### config.mk
export PLATFORM = sky130hd
export DESIGN_NAME = main_mem_arbiter
export DESIGN_NICKNAME = d
export VERILOG_FILES = /design/src/rtl/main_mem_arbiter_pkg.sv /design/src/rtl/main_mem_arbiter_rr_pick.sv /design/src/rtl/main_mem_arbiter.sv
export SDC_FILE = /design/constraint.sdc
export NUM_CORES = 1
export LEC_CHECK = 0
export ABC_AREA = 1
export CORE_MARGIN = 2
export CORE_UTILIZATION = 44
export CTS_CLUSTER_SIZE = 16
export DETAILED_ROUTE_END_ITERATION = 8
export GPL_TIMING_DRIVEN = 0
export PLACE_DENSITY = 0.92
export SLEW_MARGIN = 20
export SYNTH_ARGS = -nofsm -noshare
export SYNTH_HDL_FRONTEND = slang
export SYNTH_SLANG_ARGS = --single-unit
### constraint.sdc
create_clock -name clk -period 2.6 [get_ports clk]
set_clock_uncertainty 0.15 [all_clocks]
set_input_delay 0.39 -clock clk [delete_from_list [all_inputs] [get_ports clk]]
set_output_delay 0.39 -clock clk [all_outputs]
set_load 0.02 [all_outputs]
### src/rtl/main_mem_arbiter_pkg.sv
// ---------------------------------------------------------------------------
// PkgMainMemArbiter
// Shared types for the two-port main memory arbiter: FSM state encoding,
// requester port indices, access type encoding (same values as the CPU's
// DiatRead/DiatWrite) and the per-requester request/response bundles.
// ---------------------------------------------------------------------------
package PkgMainMemArbiter;

   // Access type encoding carried on type_* and mem_type.
   typedef enum logic {
      DiatRead  = 1'b0,
      DiatWrite = 1'b1
   } access_type_t;

   // Arbiter FSM states.
   typedef enum logic [1:0] {
      IDLE,
      ISSUE,
      WAIT,
      DONE
   } state_t;

   // Requester indices: instruction fetch and data port.
   localparam logic PORT_IF = 1'b0;
   localparam logic PORT_DT = 1'b1;

   // Everything a requester presents to the arbiter.
   typedef struct packed {
      logic         req;
      logic [31:0]  addr;
      logic [31:0]  wdata;
      access_type_t access_type;
   } PortIn_ReqPort;

   // Everything the arbiter returns to a requester.
   typedef struct packed {
      logic        done;
      logic [31:0] rdata;
   } PortOut_ReqPort;

endpackage

### src/rtl/main_mem_arbiter_rr_pick.sv
// ---------------------------------------------------------------------------
// main_mem_rr_pick
// Combinational round-robin pick between the fetch and data requesters.
// Ports:
//   req_if, req_dt  in   pending requests from fetch (0) and data (1)
//   last_grant      in   port served by the previous transaction
//   grant_valid     out  at least one request is pending
//   grant_idx       out  port to serve next
// ---------------------------------------------------------------------------
module main_mem_rr_pick
   import PkgMainMemArbiter::*;
(
   input  logic req_if,
   input  logic req_dt,
   input  logic last_grant,
   output logic grant_valid,
   output logic grant_idx
);

   // On a tie the port that was not served last wins; a lone request
   // always wins regardless of history.
   always_comb begin
      grant_valid = req_if | req_dt;
      if (req_if && req_dt) begin
         grant_idx = ~last_grant;
      end else if (req_dt) begin
         grant_idx = PORT_DT;
      end else begin
         grant_idx = PORT_IF;
      end
   end

endmodule

### src/rtl/main_mem_arbiter.sv
// ---------------------------------------------------------------------------
// main_mem_arbiter
// Shares a single MainMem between the instruction-fetch and data ports.
// One transaction at a time: IDLE -> ISSUE (mem_req for one cycle) ->
// WAIT (until MainMem drops wait) -> DONE (one-cycle done pulse).
// Ports:
//   clk, rst                      clock, synchronous active-high reset
//   req_*/addr_*/wdata_*/type_*   requester inputs (if = fetch, dt = data)
//   done_*/rdata_*                requester completion pulse and read data
//   mem_req/mem_addr/mem_wdata/mem_type   downstream MainMem request
//   mem_wait/mem_rdata            MainMem busy flag and read data
//   timeout_err                   sticky flag: WAIT lasted TIMEOUT_CYCLES
// ---------------------------------------------------------------------------
module main_mem_arbiter
   import PkgMainMemArbiter::*;
#(
   parameter int TIMEOUT_CYCLES = 64
)
(
   input  logic        clk,
   input  logic        rst,
   input  logic        req_if,
   input  logic        req_dt,
   input  logic [31:0] addr_if,
   input  logic [31:0] addr_dt,
   input  logic [31:0] wdata_if,
   input  logic [31:0] wdata_dt,
   input  logic        type_if,
   input  logic        type_dt,
   output logic        done_if,
   output logic        done_dt,
   output logic [31:0] rdata_if,
   output logic [31:0] rdata_dt,
   output logic        mem_req,
   output logic [31:0] mem_addr,
   output logic [31:0] mem_wdata,
   output logic        mem_type,
   input  logic        mem_wait,
   input  logic [31:0] mem_rdata,
   output logic        timeout_err
);

   localparam logic [31:0] WAIT_LIMIT = 32'(TIMEOUT_CYCLES - 1);

   state_t         state;
   logic           last_grant;
   logic           cur_port;
   logic [31:0]    wait_cnt;
   logic           grant_valid;
   logic           grant_idx;
   PortIn_ReqPort  in_if;
   PortIn_ReqPort  in_dt;
   PortIn_ReqPort  sel;
   PortOut_ReqPort out_if;
   PortOut_ReqPort out_dt;

   assign in_if = '{req: req_if, addr: addr_if, wdata: wdata_if,
                    access_type: access_type_t'(type_if)};
   assign in_dt = '{req: req_dt, addr: addr_dt, wdata: wdata_dt,
                    access_type: access_type_t'(type_dt)};
   assign sel   = grant_idx ? in_dt : in_if;

   assign done_if  = out_if.done;
   assign rdata_if = out_if.rdata;
   assign done_dt  = out_dt.done;
   assign rdata_dt = out_dt.rdata;

   main_mem_rr_pick u_pick (
      .req_if      (req_if),
      .req_dt      (req_dt),
      .last_grant  (last_grant),
      .grant_valid (grant_valid),
      .grant_idx   (grant_idx)
   );

   // Single-process FSM with registered outputs. MainMem has no reset of
   // its own, so a grant in IDLE also waits for mem_wait to be low; this
   // keeps us from issuing into an access abandoned by a mid-flight reset.
   always_ff @(posedge clk) begin
      if (rst) begin
         state       <= IDLE;
         last_grant  <= PORT_DT;
         cur_port    <= PORT_IF;
         mem_req     <= 1'b0;
         mem_addr    <= 32'd0;
         mem_wdata   <= 32'd0;
         mem_type    <= DiatRead;
         out_if      <= '0;
         out_dt      <= '0;
         wait_cnt    <= 32'd0;
         timeout_err <= 1'b0;
      end else begin
         case (state)
            IDLE: begin
               if (grant_valid && sel.req && !mem_wait) begin
                  cur_port  <= grant_idx;
                  mem_addr  <= sel.addr;
                  mem_wdata <= sel.wdata;
                  mem_type  <= sel.access_type;
                  mem_req   <= 1'b1;
                  state     <= ISSUE;
               end
            end
            ISSUE: begin
               mem_req  <= 1'b0;
               wait_cnt <= 32'd0;
               state    <= WAIT;
            end
            WAIT: begin
               if (wait_cnt != '1) begin
                  wait_cnt <= wait_cnt + 32'd1;
               end
               if (!mem_wait) begin
                  if (cur_port == PORT_DT) begin
                     out_dt <= '{done: 1'b1, rdata: mem_rdata};
                  end else begin
                     out_if <= '{done: 1'b1, rdata: mem_rdata};
                  end
                  state <= DONE;
               end else if (wait_cnt >= WAIT_LIMIT) begin
                  // Flag only; the access keeps waiting for MainMem.
                  timeout_err <= 1'b1;
               end
            end
            DONE: begin
               out_if.done <= 1'b0;
               out_dt.done <= 1'b0;
               last_grant  <= cur_port;
               state       <= IDLE;
            end
            default: state <= IDLE;
         endcase
      end
   end

endmodule

==> results.sh <==
export IMPL_route_detailed_wl_per_inst_um=17.6
export IMPL_yosys_warnings=0
export IMPL_p_leak_nw=4.13
export IMPL_floorplan_core_area_mm2=0.0166
export IMPL_initial_cell_density_of_the_core_pct=45.0
export IMPL_slew_viol_final=0
export IMPL_synthXorXnorAreaFrac_pct=0.351
export IMPL_io_buffers=298
export IMPL_all_layer_gr_usage_pct=30.5
export IMPL_holdCritPathClass="in -> reg"
export IMPL_post_layout_nonfiller_instances=1594
export IMPL_synth_compound_area_share_pct=23.6
export IMPL_clock_tree_from_tritoncts="done"
export IMPL_post_synth_top_area_fraction_pct=45.1
export IMPL_number_of_global_route_vias_before_repair=8620
export IMPL_critical_path_max_stage_delay_ns=0.51
export IMPL_yosysMostFrequentCell="sky130_fd_sc_hd__a21oi_1"
export IMPL_route_vias_total=8700
export IMPL_antenna_found_initial=0
export IMPL_placement_cell_area_mm2=0.0108
export IMPL_synth_edf_count=0
export IMPL_worstSetupPathDepth=8
export IMPL_timing_hold_violations_final=0
export IMPL_dominant_combinational_cell_family_by_area_after_synthesis="compound AO/OA/AOI/OAI gates"
export IMPL_placed_cells=1563
export IMPL_pre_cts_ws_ns=-0.161
export IMPL_hold_buffers=0
export IMPL_mux_contribution_to_synthesized_area_pct=0
export IMPL_synth_adder_area_share_pct=1.00
export IMPL_post_synth_most_frequent_cells="185 x sky130_fd_sc_hd__a21oi_1, 169 x sky130_fd_sc_hd__dfxtp_1, 166 x sky130_fd_sc_hd__nand2_1, 136 x sky130_fd_sc_hd__o21ai_0, 129 x sky130_fd_sc_hd__nor2_1"
export IMPL_final_core_util_pct=68.0
export IMPL_chipHeight_um=135
export IMPL_clk_root_buffer_cell="sky130_fd_sc_hd__clkbuf_16"
export IMPL_timing_final_crit_share_pct=95.3
export IMPL_detailedPlacementHpwl_um=21100
export IMPL_grt_remaining_overflow=0
export IMPL_ys_async_sr_fraction_pct=0
export IMPL_maxCapViolations=0
export IMPL_final_setup_worst_slack_ns=0.122
export IMPL_synth_top_cell_by_area="sky130_fd_sc_hd__dfxtp_1"
export IMPL_worstPathArrival_ns=2.68
export IMPL_insertedDiodeCount=0
export IMPL_synth_sequential_area_ratio_pct=45.1
export IMPL_run_status="finished, final reports clean"
export IMPL_die_area_mm2=0.0181
export IMPL_finalWorstPathRequiredPeriod_ns=2.48
export IMPL_cp_dominant_cell_by_count="sky130_fd_sc_hd__inv_1"
export IMPL_post_route_cell_area_mm2=0.0113
export IMPL_first_pass_grt_wire_length_um=43400
export IMPL_routed_wirelength_um=28100
export IMPL_max_slew_margin_rel_pct=53.1
export IMPL_share_comb_of_total_power_pct=34.6
export IMPL_fp_dieW_um=135
export IMPL_syn_area_mm2=0.00750
export IMPL_crit_fanout=10
export IMPL_slew_at_the_pin_closest_to_its_max_slew_limit_ns=0.703
export IMPL_swShare_pct=35.8
export IMPL_seqPwrFrac_pct=37.0
export IMPL_cellPowerDensity_mw_per_mm2=772
export IMPL_place_congestion=0.942
export IMPL_firstDrtPassIters=5
export IMPL_holdWs_ns=0.289
export IMPL_netlist_top_cells_area="sky130_fd_sc_hd__dfxtp_1 45%, sky130_fd_sc_hd__a21oi_1 12%, sky130_fd_sc_hd__o21ai_0 9.1%"
export IMPL_drc=0
export IMPL_holdPathStages=2
export IMPL_max_clock_path_buffers=2
export IMPL_worst_ir_drop_vdd_uv=523
export IMPL_crit_path_top_delay_cell="sky130_fd_sc_hd__clkbuf_1"
export IMPL_setup_violations=0
export IMPL_grt_start_max_net_pins=17
export IMPL_totalNegativeSetupSlack_ns=0
export IMPL_cts_buffers_inserted=17
export IMPL_syn_area_per_cell_um2=7.17
export IMPL_power_switching_mw=3.12
export IMPL_p_int_mw=5.61
export IMPL_synthToLayoutAreaGrowth_pct=51.0
export IMPL_rsz_0062_raised_after_global_routing="false"
export IMPL_detail_route_iter0_violations=634
export IMPL_timing_setup_critical_path_class="reg -> reg"
export IMPL_yosys_cell_types_count=34
export IMPL_clkSlewWorstSetupHoldPaths_ns=0.07
export IMPL_cp_cell_sequence="inv_1 > ha_1 > inv_1 > nor2_1 > buf_2 > clkbuf_1 > o21ai_0 > a21oi_1"
export IMPL_htreeDepth=4
export IMPL_flip_flop_cell_with_the_highest_count_after_synthesis="sky130_fd_sc_hd__dfxtp_1"
export IMPL_nets=1535
export IMPL_ff2ff_path_depth=8
export IMPL_clock_latency_ns=0.44
export IMPL_std_cell_rows=47
export IMPL_end_kind="flop"
export IMPL_start_kind="flop"
export IMPL_cts_setup_buffers=0
export IMPL_path_delay_family="buffers and inverters"
export IMPL_clock_fmax_mhz=404
export IMPL_critPathRequiredTime_ns=2.81
export IMPL_filler_cell_count=1275
export IMPL_routed_via_density=5.46
export IMPL_floorplan_io_pins=300
export IMPL_synth_simple_area_share_pct=21.8
export IMPL_share_of_post_route_cells_with_drive_strength_above_1_pct=5.97
export IMPL_synthesis_instances=1045
export IMPL_post_layout_total_power_mw=8.73
export IMPL_synth_ff_latch_count=169
export IMPL_synth_net_count=1218
export IMPL_critical_path_buf_inv_count=4
export IMPL_clock_power_share_pct=28.3
export IMPL_antenna_violating_nets_post_route=0
export IMPL_numClockSinks=169
registers in the layout, indices dropped and copies added (netlist names):
signal,count
mem_wdata,32
timeout_err,1
state,2
mem_type,1
mem_req,1
last_grant,1
wait_cnt,32
mem_addr,32
rdata_dt,32
done_if,1
cur_port,1
done_dt,1
rdata_if,32
path summary, 6_finish.rpt:
path                      from  slack, ns      endpoint
hold reg to reg   rdata_dt[28]       0.30  rdata_dt[28]
hold / removal             rst       0.29   wait_cnt[8]
setup / recovery      state[0]       0.12   mem_addr[2]
setup reg to reg      state[0]       0.12   mem_addr[2]
power by group through the flow:
stage	sequential (mW)	combinational [mW]	clock, mW
5_1_grt	3.27	3.21	2.58
2_1_floorplan	3.73	1.01	0
4_1_cts	3.23	2.99	2.48
6_report	3.23	3.02	2.48
3_3_place_gp	3.25	2.90	0
3_5_place_dp	3.27	2.97	0
cells in the final DEF, fill, tap and decap left out, types with 3 or more instances in the layout:
master and count:
sky130_fd_sc_hd__clkdlybuf4s50_1 298, sky130_fd_sc_hd__a21oi_1 185, sky130_fd_sc_hd__dfxtp_1 169, sky130_fd_sc_hd__nand2_1 166, sky130_fd_sc_hd__o21ai_0 136, sky130_fd_sc_hd__nor2_1 129, sky130_fd_sc_hd__inv_1 82, sky130_fd_sc_hd__clkbuf_1 52
sky130_fd_sc_hd__nand3_1 38, sky130_fd_sc_hd__clkbuf_16 17, sky130_fd_sc_hd__nand3_2 10, sky130_fd_sc_hd__a21oi_2 10, sky130_fd_sc_hd__nand4_1 7, sky130_fd_sc_hd__buf_2 6, sky130_fd_sc_hd__ha_1 6, sky130_fd_sc_hd__nand2_2 5
sky130_fd_sc_hd__nor2_4 5, sky130_fd_sc_hd__o21ai_1 4, sky130_fd_sc_hd__buf_1 4, sky130_fd_sc_hd__clkinv_4 4, sky130_fd_sc_hd__inv_6 4, sky130_fd_sc_hd__nor3_1 3, sky130_fd_sc_hd__inv_2 3, sky130_fd_sc_hd__nor2_2 3
sky130_fd_sc_hd__nand2_4 3
worst register-to-register path: cells and delay by family (launching register included):
family	cells	cell delay, ns
simple gates	1	0.35
buf+inv	4	1.02
flops	1	0.33
compound gates	2	0.40
fa+ha+maj	1	0.17
logic make-up after synthesis:
family | count (synthesis)
AOI/OAI and AO/OA | 342
DFF | 169
xor gates and xnor gates | 3
and+or+nand+nor | 375
adders and majority gates | 6
buffers and inverters | 150
per-layer routing:
| metal | global-route usage [%] | vias to the layer above | share of wire, % |
|---|---|---|---|
| met1 | 33.8 | 4043 | 38 |
| met3 | 9.38 | 105 | 8.1 |
| met2 | 53.0 | 467 | 49 |
| met5 | 0 | - | 0 |
| met4 | 15.6 | 0 | 5.1 |
| li1 | - | 4085 | - |
final cells by class:
class                      instances  area [um^2]  area share, %
inverter                          85          319           2.82
tap                              220          275           2.43
sequential                       169         3380           29.9
clock inverter                    12          118           1.04
clock buffer                      19          443           3.91
timing repair buffer             298         2980           26.4
multi-input combinational        726         3510           31.0
buffer                            65          288           2.54
timing repair:
action                                  in CTS  in global routing
gates resized for setup                      0                  2
endpoints found under the setup margin       0                  1
endpoints found under the hold margin        0                  0
Note: power is estimated with default switching activity, not from simulation.
==> variant, RTL diff (same flow settings) <==
Register the output `timeout_err` once more; this adds one clock of latency there. The other outputs are not delayed to match. Comments in the files are not updated.
--- a/src/rtl/main_mem_arbiter.sv
+++ b/src/rtl/main_mem_arbiter.sv
@@ -42,4 +42,6 @@
 
    localparam logic [31:0] WAIT_LIMIT = 32'(TIMEOUT_CYCLES - 1);
+
+   logic timeout_err_s0;
 
    state_t         state;
@@ -89,5 +91,5 @@
          out_dt      <= '0;
          wait_cnt    <= 32'd0;
-         timeout_err <= 1'b0;
+         timeout_err_s0 <= 1'b0;
       end else begin
          case (state)
@@ -120,5 +122,5 @@
                end else if (wait_cnt >= WAIT_LIMIT) begin
                   // Flag only; the access keeps waiting for MainMem.
-                  timeout_err <= 1'b1;
+                  timeout_err_s0 <= 1'b1;
                end
             end
@@ -134,4 +136,8 @@
    end
 
+   always_ff @(posedge clk) begin
+      timeout_err <= timeout_err_s0;
+   end
+
 endmodule
 
Behaviour: same outputs for any inputs over 4 cycles, from zero or initial values and one cycle with rst high; that may be too few to reach the edited logic, so the function may still have changed.
==> variant against the unedited design <==
- setup slack gained 0.13 ns
- final area grew 0.14%
- synthesized area grew 0.27%
- sequential cell count grew 1
- power shrank 0.16%
- critical path type unchanged
- maximum frequency grew 5.4%
- wire length shrank 3.3%
- critical endpoint is now mem_wdata[28]
==> variant: results (changes against the unedited design) <==
| Metric | Value |
|---|---|
| Status | finished clean |
| Met3 wire length | 2030 um (-11%) |
| Global-route wire length before repair | 41,900 um (-3.3%) |
| Routed WL | 27,200 um (-3.3%) |
| Met2 wire length | 13,700 um (-0.21%) |
| Fillers | 1,341 (+5.2%) |
| Final HPWL DP | 20,600 um (-2.3%) |
| Syn Nets | 1,219 (+0.082%) |
| Slew @ Worst Pin | 0.691 ns (-0.0123 ns) |
| Number of vias per cell | 5.39 (-1.2%) |
| Met1 Wirelength | 10,200 um (-4.0%) |
| Vias in the first global route | 8,531 (-1.0%) |
| Top cells by area, synth | dfxtp_1 45%, a21oi_1 12%, o21ai_0 9.1%, nand2_1 8.3%, nor2_1 6.4% |
| Ratio of cells with drive above 1 in the final layout | 5.89% (-0.077 points) |
| Post-synthesis compound-gate area fraction | 23.6% (-0.063 points) |
| Top post-synthesis cells by count | 185 x a21oi_1, 170 x dfxtp_1, 166 x nand2_1 |
| Pint | 5.62 mW (+0.22%) |
| Total GRT Usage | 29.4% (-1.1 points) |
| Met1 Track Usage GR | 31.9% (-1.9 points) |
| Max VDD drop | 0.470 mV (-10%) |
| Post-Synth Adder-Cell Area | 0.999% (-0.0027 points) |
| Hold Path Cell Cnt | 0 (-2) |
| Met2 Use GR | 52.0% (-1.0 points) |
| Hold Path End | timeout_err |
| Hold Startpoint | timeout_err_s0 |
| Hold_ws | 0.200 ns (-0.0891 ns) |
| Via count | 8,597 (-1.2%) |
| Crit path largest cell delay | 0.44 ns (-0.07 ns) |
| Number of DRC markers in iteration 0 | 587 (-7.4%) |
| Layout Nets | 1,536 (+0.065%) |
| Sequential cell area fraction in the yosys report | 45.3% (+0.15 points) |
| Flop2flop setup slack | 0.25 ns (+0.13 ns) |
| Pre-CTS WS | -0.0852 ns (+0.0756 ns) |
| XOR/XNOR share of the synthesized area | 0.350% (-0.00093 points) |
-- variant: cell count changes after synthesis, sizes merged --
cell   change
dfxtp      +1
-- variant: cell type report --
cell class | instances | area, um^2 | share of cell area, %
well taps | 220 | 275 | 2.43
clock buffers | 19 | 443 | 3.91
flip-flops and latches | 170 | 3400 | 30.0
clock inverters | 12 | 115 | 1.02
plain buffers | 65 | 287 | 2.53
inverters | 85 | 319 | 2.82
multi-input cells | 726 | 3510 | 30.9
repair buffers | 298 | 2980 | 26.3
-- variant: how the worst max path moves through the flow --
stage	startpoint	end	slack, ns	cells past startpoint
2_1_floorplan	wait_cnt[1]	wait_cnt[25]	0.78	11
3_3_place_gp	mem_wait	mem_wdata[27]	0.06	8
3_5_place_dp	mem_wait	mem_wdata[28]	-0.09	8
4_1_cts	state[0]	rdata_dt[4]	0.26	8
5_1_grt	state[0]	rdata_dt[12]	0.06	8
6_report	state[0]	mem_wdata[28]	0.25	8
